### src/rtl/me_pkg.sv
// Shared widths and state encoding for the motion-estimation search controller.
// Build option ME_SEARCH_CYCLE_CNT_EN is consumed by me_search_ctrl.
package me_pkg;

  typedef enum logic [1:0] {
    IDLE = 2'd0,
    RUN  = 2'd1,
    DONE = 2'd2
  } state_t;

  function automatic int pos_f(input int tb_len, input int sw_len);
    return sw_len - tb_len + 1;
  endfunction

  function automatic int ncand_f(input int tb_len, input int sw_len);
    return pos_f(tb_len, sw_len) * pos_f(tb_len, sw_len);
  endfunction

  function automatic int cnt_width_f(input int tb_len, input int sw_len);
    return $clog2(ncand_f(tb_len, sw_len));
  endfunction

  function automatic int pos_width_f(input int tb_len, input int sw_len);
    return $clog2(pos_f(tb_len, sw_len));
  endfunction

  function automatic int sad_width_f(input int tb_len, input int pe_w);
    return $clog2(tb_len * tb_len) + pe_w;
  endfunction

endpackage

### src/rtl/me_min_tracker.sv
// Working-minimum register for the full search; strict-less update so ties
// keep the earliest tag. best_* shows the minimum including this cycle's strobe.
module me_min_tracker
  import me_pkg::*;
#(
  parameter int SAD_WIDTH = 10,
  parameter int TAG_WIDTH = 8
) (
  input  logic                 clk,
  input  logic                 RSTN,
  input  logic                 clr,
  input  logic                 strobe,
  input  logic [SAD_WIDTH-1:0] sad_in,
  input  logic [TAG_WIDTH-1:0] tag,
  output logic [SAD_WIDTH-1:0] best_sad,
  output logic [TAG_WIDTH-1:0] best_tag
);

  logic                 have;
  logic                 load;
  logic [SAD_WIDTH-1:0] min_sad;
  logic [TAG_WIDTH-1:0] min_tag;

  assign load     = strobe && (!have || (sad_in < min_sad));
  assign best_sad = load ? sad_in : min_sad;
  assign best_tag = load ? tag : min_tag;

  always_ff @(posedge clk or negedge RSTN) begin
    if (!RSTN) begin
      have    <= 1'b0;
      min_sad <= '0;
      min_tag <= '0;
    end else if (clr) begin
      have    <= 1'b0;
      min_sad <= '0;
      min_tag <= '0;
    end else if (load) begin
      have    <= 1'b1;
      min_sad <= sad_in;
      min_tag <= tag;
    end
  end

endmodule

### src/rtl/me_search_ctrl.sv
// Full-search ME controller: raster issue, in-order SAD return, min tracking,
// req/ack four-phase handshake. ME_SEARCH_CYCLE_CNT_EN adds search_cycles.
module me_search_ctrl
  import me_pkg::*;
#(
  parameter int TB_LENGTH    = 16,
  parameter int SW_LENGTH    = 64,
  parameter int PE_OUT_WIDTH = 8,
  localparam int POS       = pos_f(TB_LENGTH, SW_LENGTH),
  localparam int NCAND     = ncand_f(TB_LENGTH, SW_LENGTH),
  localparam int CNT_WIDTH = cnt_width_f(TB_LENGTH, SW_LENGTH),
  localparam int POS_WIDTH = pos_width_f(TB_LENGTH, SW_LENGTH),
  localparam int SAD_WIDTH = sad_width_f(TB_LENGTH, PE_OUT_WIDTH)
) (
  input  logic                   clk,
  input  logic                   RSTN,
  input  logic                   req,
  output logic                   cand_valid,
  output logic [POS_WIDTH-1:0]   cand_x,
  output logic [POS_WIDTH-1:0]   cand_y,
  input  logic                   sad_valid,
  input  logic [SAD_WIDTH-1:0]   sad_in,
  output logic                   busy,
  output logic [CNT_WIDTH-1:0]   min_cnt,
  output logic [SAD_WIDTH-1:0]   min_sad,
  output logic [2*POS_WIDTH-1:0] min_mvec,
`ifdef ME_SEARCH_CYCLE_CNT_EN
  output logic [31:0]            search_cycles,
`endif
  output logic                   ack
);

  localparam int TAG_WIDTH = CNT_WIDTH + 2 * POS_WIDTH;
  localparam logic [CNT_WIDTH-1:0] LAST_CNT = CNT_WIDTH'(NCAND - 1);
  localparam logic [POS_WIDTH-1:0] LAST_POS = POS_WIDTH'(POS - 1);

  state_t               state;
  logic [POS_WIDTH-1:0] ix, iy, rx, ry;
  logic [CNT_WIDTH-1:0] icnt, rcnt;
  logic                 issue_done;
  logic                 start, issue, ret, done_now;
  logic [SAD_WIDTH-1:0] best_sad;
  logic [TAG_WIDTH-1:0] best_tag;

  assign start    = (state == IDLE) && req;
  assign issue    = (state == RUN) && !issue_done;
  assign ret      = (state == RUN) && sad_valid;
  // abort wins over completion when req falls on the final return
  assign done_now = ret && req && (rcnt == LAST_CNT);

  assign cand_valid = issue;
  assign cand_x     = ix;
  assign cand_y     = iy;
  assign busy       = (state == RUN);
  assign ack        = (state == DONE);

  always_ff @(posedge clk or negedge RSTN) begin
    if (!RSTN) begin
      state <= IDLE;
    end else begin
      unique case (state)
        IDLE:    if (start) state <= RUN;
        RUN: begin
          if (!req)          state <= IDLE;
          else if (done_now) state <= DONE;
        end
        DONE:    if (!req) state <= IDLE;
        default: state <= IDLE;
      endcase
    end
  end

  always_ff @(posedge clk or negedge RSTN) begin
    if (!RSTN) begin
      ix         <= '0;
      iy         <= '0;
      icnt       <= '0;
      issue_done <= 1'b0;
    end else if (start) begin
      ix         <= '0;
      iy         <= '0;
      icnt       <= '0;
      issue_done <= 1'b0;
    end else if (issue) begin
      if (icnt == LAST_CNT) begin
        issue_done <= 1'b1;
      end else begin
        icnt <= icnt + CNT_WIDTH'(1);
        if (ix == LAST_POS) begin
          ix <= '0;
          iy <= iy + POS_WIDTH'(1);
        end else begin
          ix <= ix + POS_WIDTH'(1);
        end
      end
    end
  end

  always_ff @(posedge clk or negedge RSTN) begin
    if (!RSTN) begin
      rx   <= '0;
      ry   <= '0;
      rcnt <= '0;
    end else if (start) begin
      rx   <= '0;
      ry   <= '0;
      rcnt <= '0;
    end else if (ret && (rcnt != LAST_CNT)) begin
      rcnt <= rcnt + CNT_WIDTH'(1);
      if (rx == LAST_POS) begin
        rx <= '0;
        ry <= ry + POS_WIDTH'(1);
      end else begin
        rx <= rx + POS_WIDTH'(1);
      end
    end
  end

  me_min_tracker #(
    .SAD_WIDTH(SAD_WIDTH),
    .TAG_WIDTH(TAG_WIDTH)
  ) u_min (
    .clk     (clk),
    .RSTN    (RSTN),
    .clr     (start),
    .strobe  (ret),
    .sad_in  (sad_in),
    .tag     ({rcnt, ry, rx}),
    .best_sad(best_sad),
    .best_tag(best_tag)
  );

  always_ff @(posedge clk or negedge RSTN) begin
    if (!RSTN) begin
      min_cnt  <= '0;
      min_sad  <= '0;
      min_mvec <= '0;
    end else if (done_now) begin
      min_sad             <= best_sad;
      {min_cnt, min_mvec} <= best_tag;
    end
  end

`ifdef ME_SEARCH_CYCLE_CNT_EN
  always_ff @(posedge clk or negedge RSTN) begin
    if (!RSTN) begin
      search_cycles <= '0;
    end else if (start) begin
      search_cycles <= '0;
    end else if ((state == RUN) && (search_cycles != '1)) begin
      search_cycles <= search_cycles + 32'd1;
    end
  end
`endif

endmodule
### config.mk
export PLATFORM = sky130hd
export DESIGN_NAME = me_search_ctrl
export DESIGN_NICKNAME = d
export VERILOG_FILES = /design/src/rtl/me_pkg.sv /design/src/rtl/me_min_tracker.sv /design/src/rtl/me_search_ctrl.sv
export SDC_FILE = /design/constraint.sdc
export NUM_CORES = 1
export LEC_CHECK = 0
export ABC_CLOCK_PERIOD_IN_PS = 4700
export CAP_MARGIN = 20
export CORE_ASPECT_RATIO = 2
export CORE_MARGIN = 2
export CORE_UTILIZATION = 59
export CTS_CLUSTER_DIAMETER = 50
export CTS_CLUSTER_SIZE = 8
export DETAILED_ROUTE_END_ITERATION = 8
export GPL_ROUTABILITY_DRIVEN = 0
export PLACE_DENSITY = 0.82
export SLEW_MARGIN = 20
export SYNTH_ARGS = -nofsm -noshare
export SYNTH_HDL_FRONTEND = slang
export SYNTH_SLANG_ARGS = --single-unit
### constraint.sdc
create_clock -name clk -period 4.7 [get_ports clk]
set_clock_uncertainty 0.05 [all_clocks]
set_input_delay 0.94 -clock clk [delete_from_list [all_inputs] [get_ports clk]]
set_output_delay 0.94 -clock clk [all_outputs]
set_load 0.05 [all_outputs]
==> out/metrics.csv <==
metric,value,unit
outcome,finished clean,
Clk Tree Root Cell,clkbuf_16,
vias per cell,6.570,
Residual DRC,0,
die footprint,13600,um^2
CP endpoint kind,register,
cts-stage hold buffer count,0,
Post-CTS Repair Setup Buffers,0,
Hold Path Class,reg -> reg,
largest net degree at the start of global routing,81,
Antenna Nets Post-Route,0,
post_cts resized,0,
Worst Tran Pin Value,1091,ps
CTS tree,yes,
global route overflow,0,
worst endpoint data arrival time,3900,ps
CP Class,in -> reg,
fin area,8906,um^2
antenna cells,0,
final core utilization,71.35,%
Required @ worst endpoint,4980,ps
DRT iter0 DRCs,846,
starting density of the core,59.71,%
FP Rows,58,
Post-Synthesis Cells,846,
WL final,20.19,mm
"area leader, netlist",dfrtp_1,
max-cap violations,0,
HP Start,min_cnt[3]$_DFFE_PN0P_,
VDD IR max,0.3149,mV
total of warnings raised by yosys,0,
f_max,276.1,MHz
WHS Endpoint,min_cnt[3]$_DFFE_PN0P_,
Mapped Area,7453,um^2
Crit path largest cell delay,620,ps
dpl cell area,8264,um^2
critical path's top delay family,simple AND/OR/NAND/NOR gates,
Leak,4.006,nW
crit-path cells,clkdlybuf4s50_1 -> ha_1 -> nand4_1 -> or3_1 -> or4_1 -> a31oi_4 -> buf_4 -> mux2i_1,
Final HPWL DP,12.77,mm
gr usage total,30.29,%
most common cell in the netlist,dfrtp_1,
placed cell count,1018,
Die Y,163.0,um
"FFs w/ async S/R, synth",100.0,%
Max clock buf depth,2,
global-route wire length before repair,33.51,mm
core box area,12480,um^2
"EDFF count, synth",0,
TritonCTS Sinks,132,
PnR Total Power,3.118,mW
RR Startpoint,rcnt[4]$_DFFE_PN0P_,
Die Width,83.48,um
post-synthesis sequential area ratio,44.32,%
number of antenna violations at the first check in global routing,0,
H-Tree Depth,4,
worst path bufs/invs,2,
later-pin clock latency in the skew report,420,ps
R2R depth,7,
period utilization,77.07,%
Fin. Hold Viols,0,
"top cells by count, synth","dfrtp_1, nand2_1, nor2_1",
"Min Clock Period, post-route",3623,ps
DR pass1 iterations,5,
Nets,932,
CP max FO,28,
#FFs+latches synth,132,
layout cells sized above 1,6.556,%
Power Density,350.1,nW/um^2
Slew headroom,27.24,%
Final setup viols,0,
r2r setup slk,1540,ps
worst r2r dst,min_cnt[11]$_DFFE_PN0P_,
vias,6899,
"Distinct cells, synth",43,
Final Max Tran Viols,0,
Synth area leaders,"dfrtp_1, mux2i_1, nand2_1",
cell at the slowest stage of the critical path,or4_1,
Layout area overhead,19.49,%
CP Launch Type,input port,
ys flop type,dfrtp_1,
CTS buffer count,17,
"Avg Cell Area, Syn",8.810,um^2
routed len/inst,19.23,um
number of fill cells,928,
Synthesized Nets,891,
post-route setup TNS,0,ps
Final Non-Filler Cells,1050,
share of the synthesized area in the top cell type,44.32,%
Hold Path Stages,2,
I/O pins,75,
RSZ-0062 raised after global routing,no,
PortBufs,74,
Worst-path clk slew,50,ps
vias in the first global route,6988,
==> worst max path at each step <==
stage	cells after the start	slack, ps	startpoint	to
after CTS	8	1100	sad_in[14]	u_min.min_tag[20]$_DFF_PN0_
after global placement	8	790	sad_in[14]	u_min.min_tag[8]$_DFF_PN0_
final	8	1080	sad_in[14]	u_min.min_tag[20]$_DFF_PN0_
after global routing	8	960	sad_in[15]	u_min.min_sad[2]$_DFF_PN0_
after floorplan	8	1450	sad_in[15]	u_min.min_sad[0]$_DFF_PN0_
after detailed placement	8	720	sad_in[14]	u_min.min_tag[3]$_DFF_PN0_
==> worst register-to-register path, cell delays in order (launching register included) <==
cell,delay (ps)
dfrtp_1,430
or4_1,560
or4_2,690
buf_4,380
nor2_1,270
buf_4,300
nand4_1,240
nand3_1,170
==> metrics by stage <==
step / setup WS, ps / hold slack (ps)
5_1_grt: 964.2 / 469.0
2_1_floorplan: 1447 / 405.5
3_5_place_dp: 717.0 / 430.3
3_3_place_gp: 786.6 / 417.6
6_report: 1078 / 440.7
4_1_cts: 1103 / 442.8
==> metal layers <==
layer	GRT usage (%)	share of wire (%)	wire [um]	vias to the layer above
met5	0	0	0	-
met4	15.69	4.4	883	0
met3	5.474	5.0	1018	77
met2	53.26	54	10820	328
met1	35.05	37	7473	3399
li1	-	-	-	3095
==> cell type report <==
cell class	instances	area, um^2	area share (%)
repair buffers	90	862.1	9.680
well taps	150	187.7	2.107
clock inverters	12	178.9	2.009
multi-input cells	585	3689	41.42
clock buffers	20	456.7	5.128
flip-flops and latches	132	3303	37.09
inverters	61	229.0	2.571
==> registers in the layout, indices dropped and copies added, names as in the netlist <==
name,flops
min_sad,16
rx,6
ry,6
min_mvec,12
min_cnt,12
u_min.min_tag,24
u_min.min_sad,16
rcnt,12
icnt,12
cand_y,6
u_min.have,1
state,2
issue_done,1
cand_x,6
==> power breakdown <==
| group | total, mW | switching [mW] | internal (mW) |
|---|---|---|---|
| logic | 0.441 | 0.286 | 0.156 |
| registers | 1.25 | 0.0541 | 1.20 |
| clock network | 1.43 | 0.510 | 0.916 |
| total | 3.12 | 0.849 | 2.27 |
==> cells by family after synthesis <==
| family | synth area share (%) |
|---|---|
| buf+inv | 6.967 |
| compound gates | 11.47 |
| flops | 44.32 |
| xor+xnor | 3.408 |
| mux | 5.775 |
| simple gates | 23.87 |
| fa+ha+maj | 4.197 |
==> layout by cell type (no fill, tap or decap), drive strengths merged, types with 2 or more instances in the layout <==
| cell | instances |
|---|---|
| o31a | 2 |
| clkinvlp | 3 |
| inv | 61 |
| nor4 | 31 |
| and4 | 5 |
| bufinv | 4 |
| clkdlybuf4s50 | 73 |
| nor3 | 35 |
| o2111ai | 3 |
| xnor2 | 18 |
| nor2 | 66 |
| a31oi | 2 |
| o21ai | 17 |
| and3 | 7 |
| o31ai | 5 |
| dfrtp | 132 |
| a311o | 19 |
| nand2 | 97 |
| or4 | 6 |
| a21oi | 56 |
| clkinv | 5 |
| nand4 | 44 |
| nor2b | 3 |
| clkbuf | 20 |
| o21a | 3 |
| or3b | 3 |
| buf | 17 |
| nand3 | 49 |
| nand2b | 3 |
| mux2i | 43 |
| ha | 25 |
| o311ai | 15 |
| xor2 | 11 |
| or3 | 6 |
| o211ai | 2 |
Power figures use the tool's default switching activity.
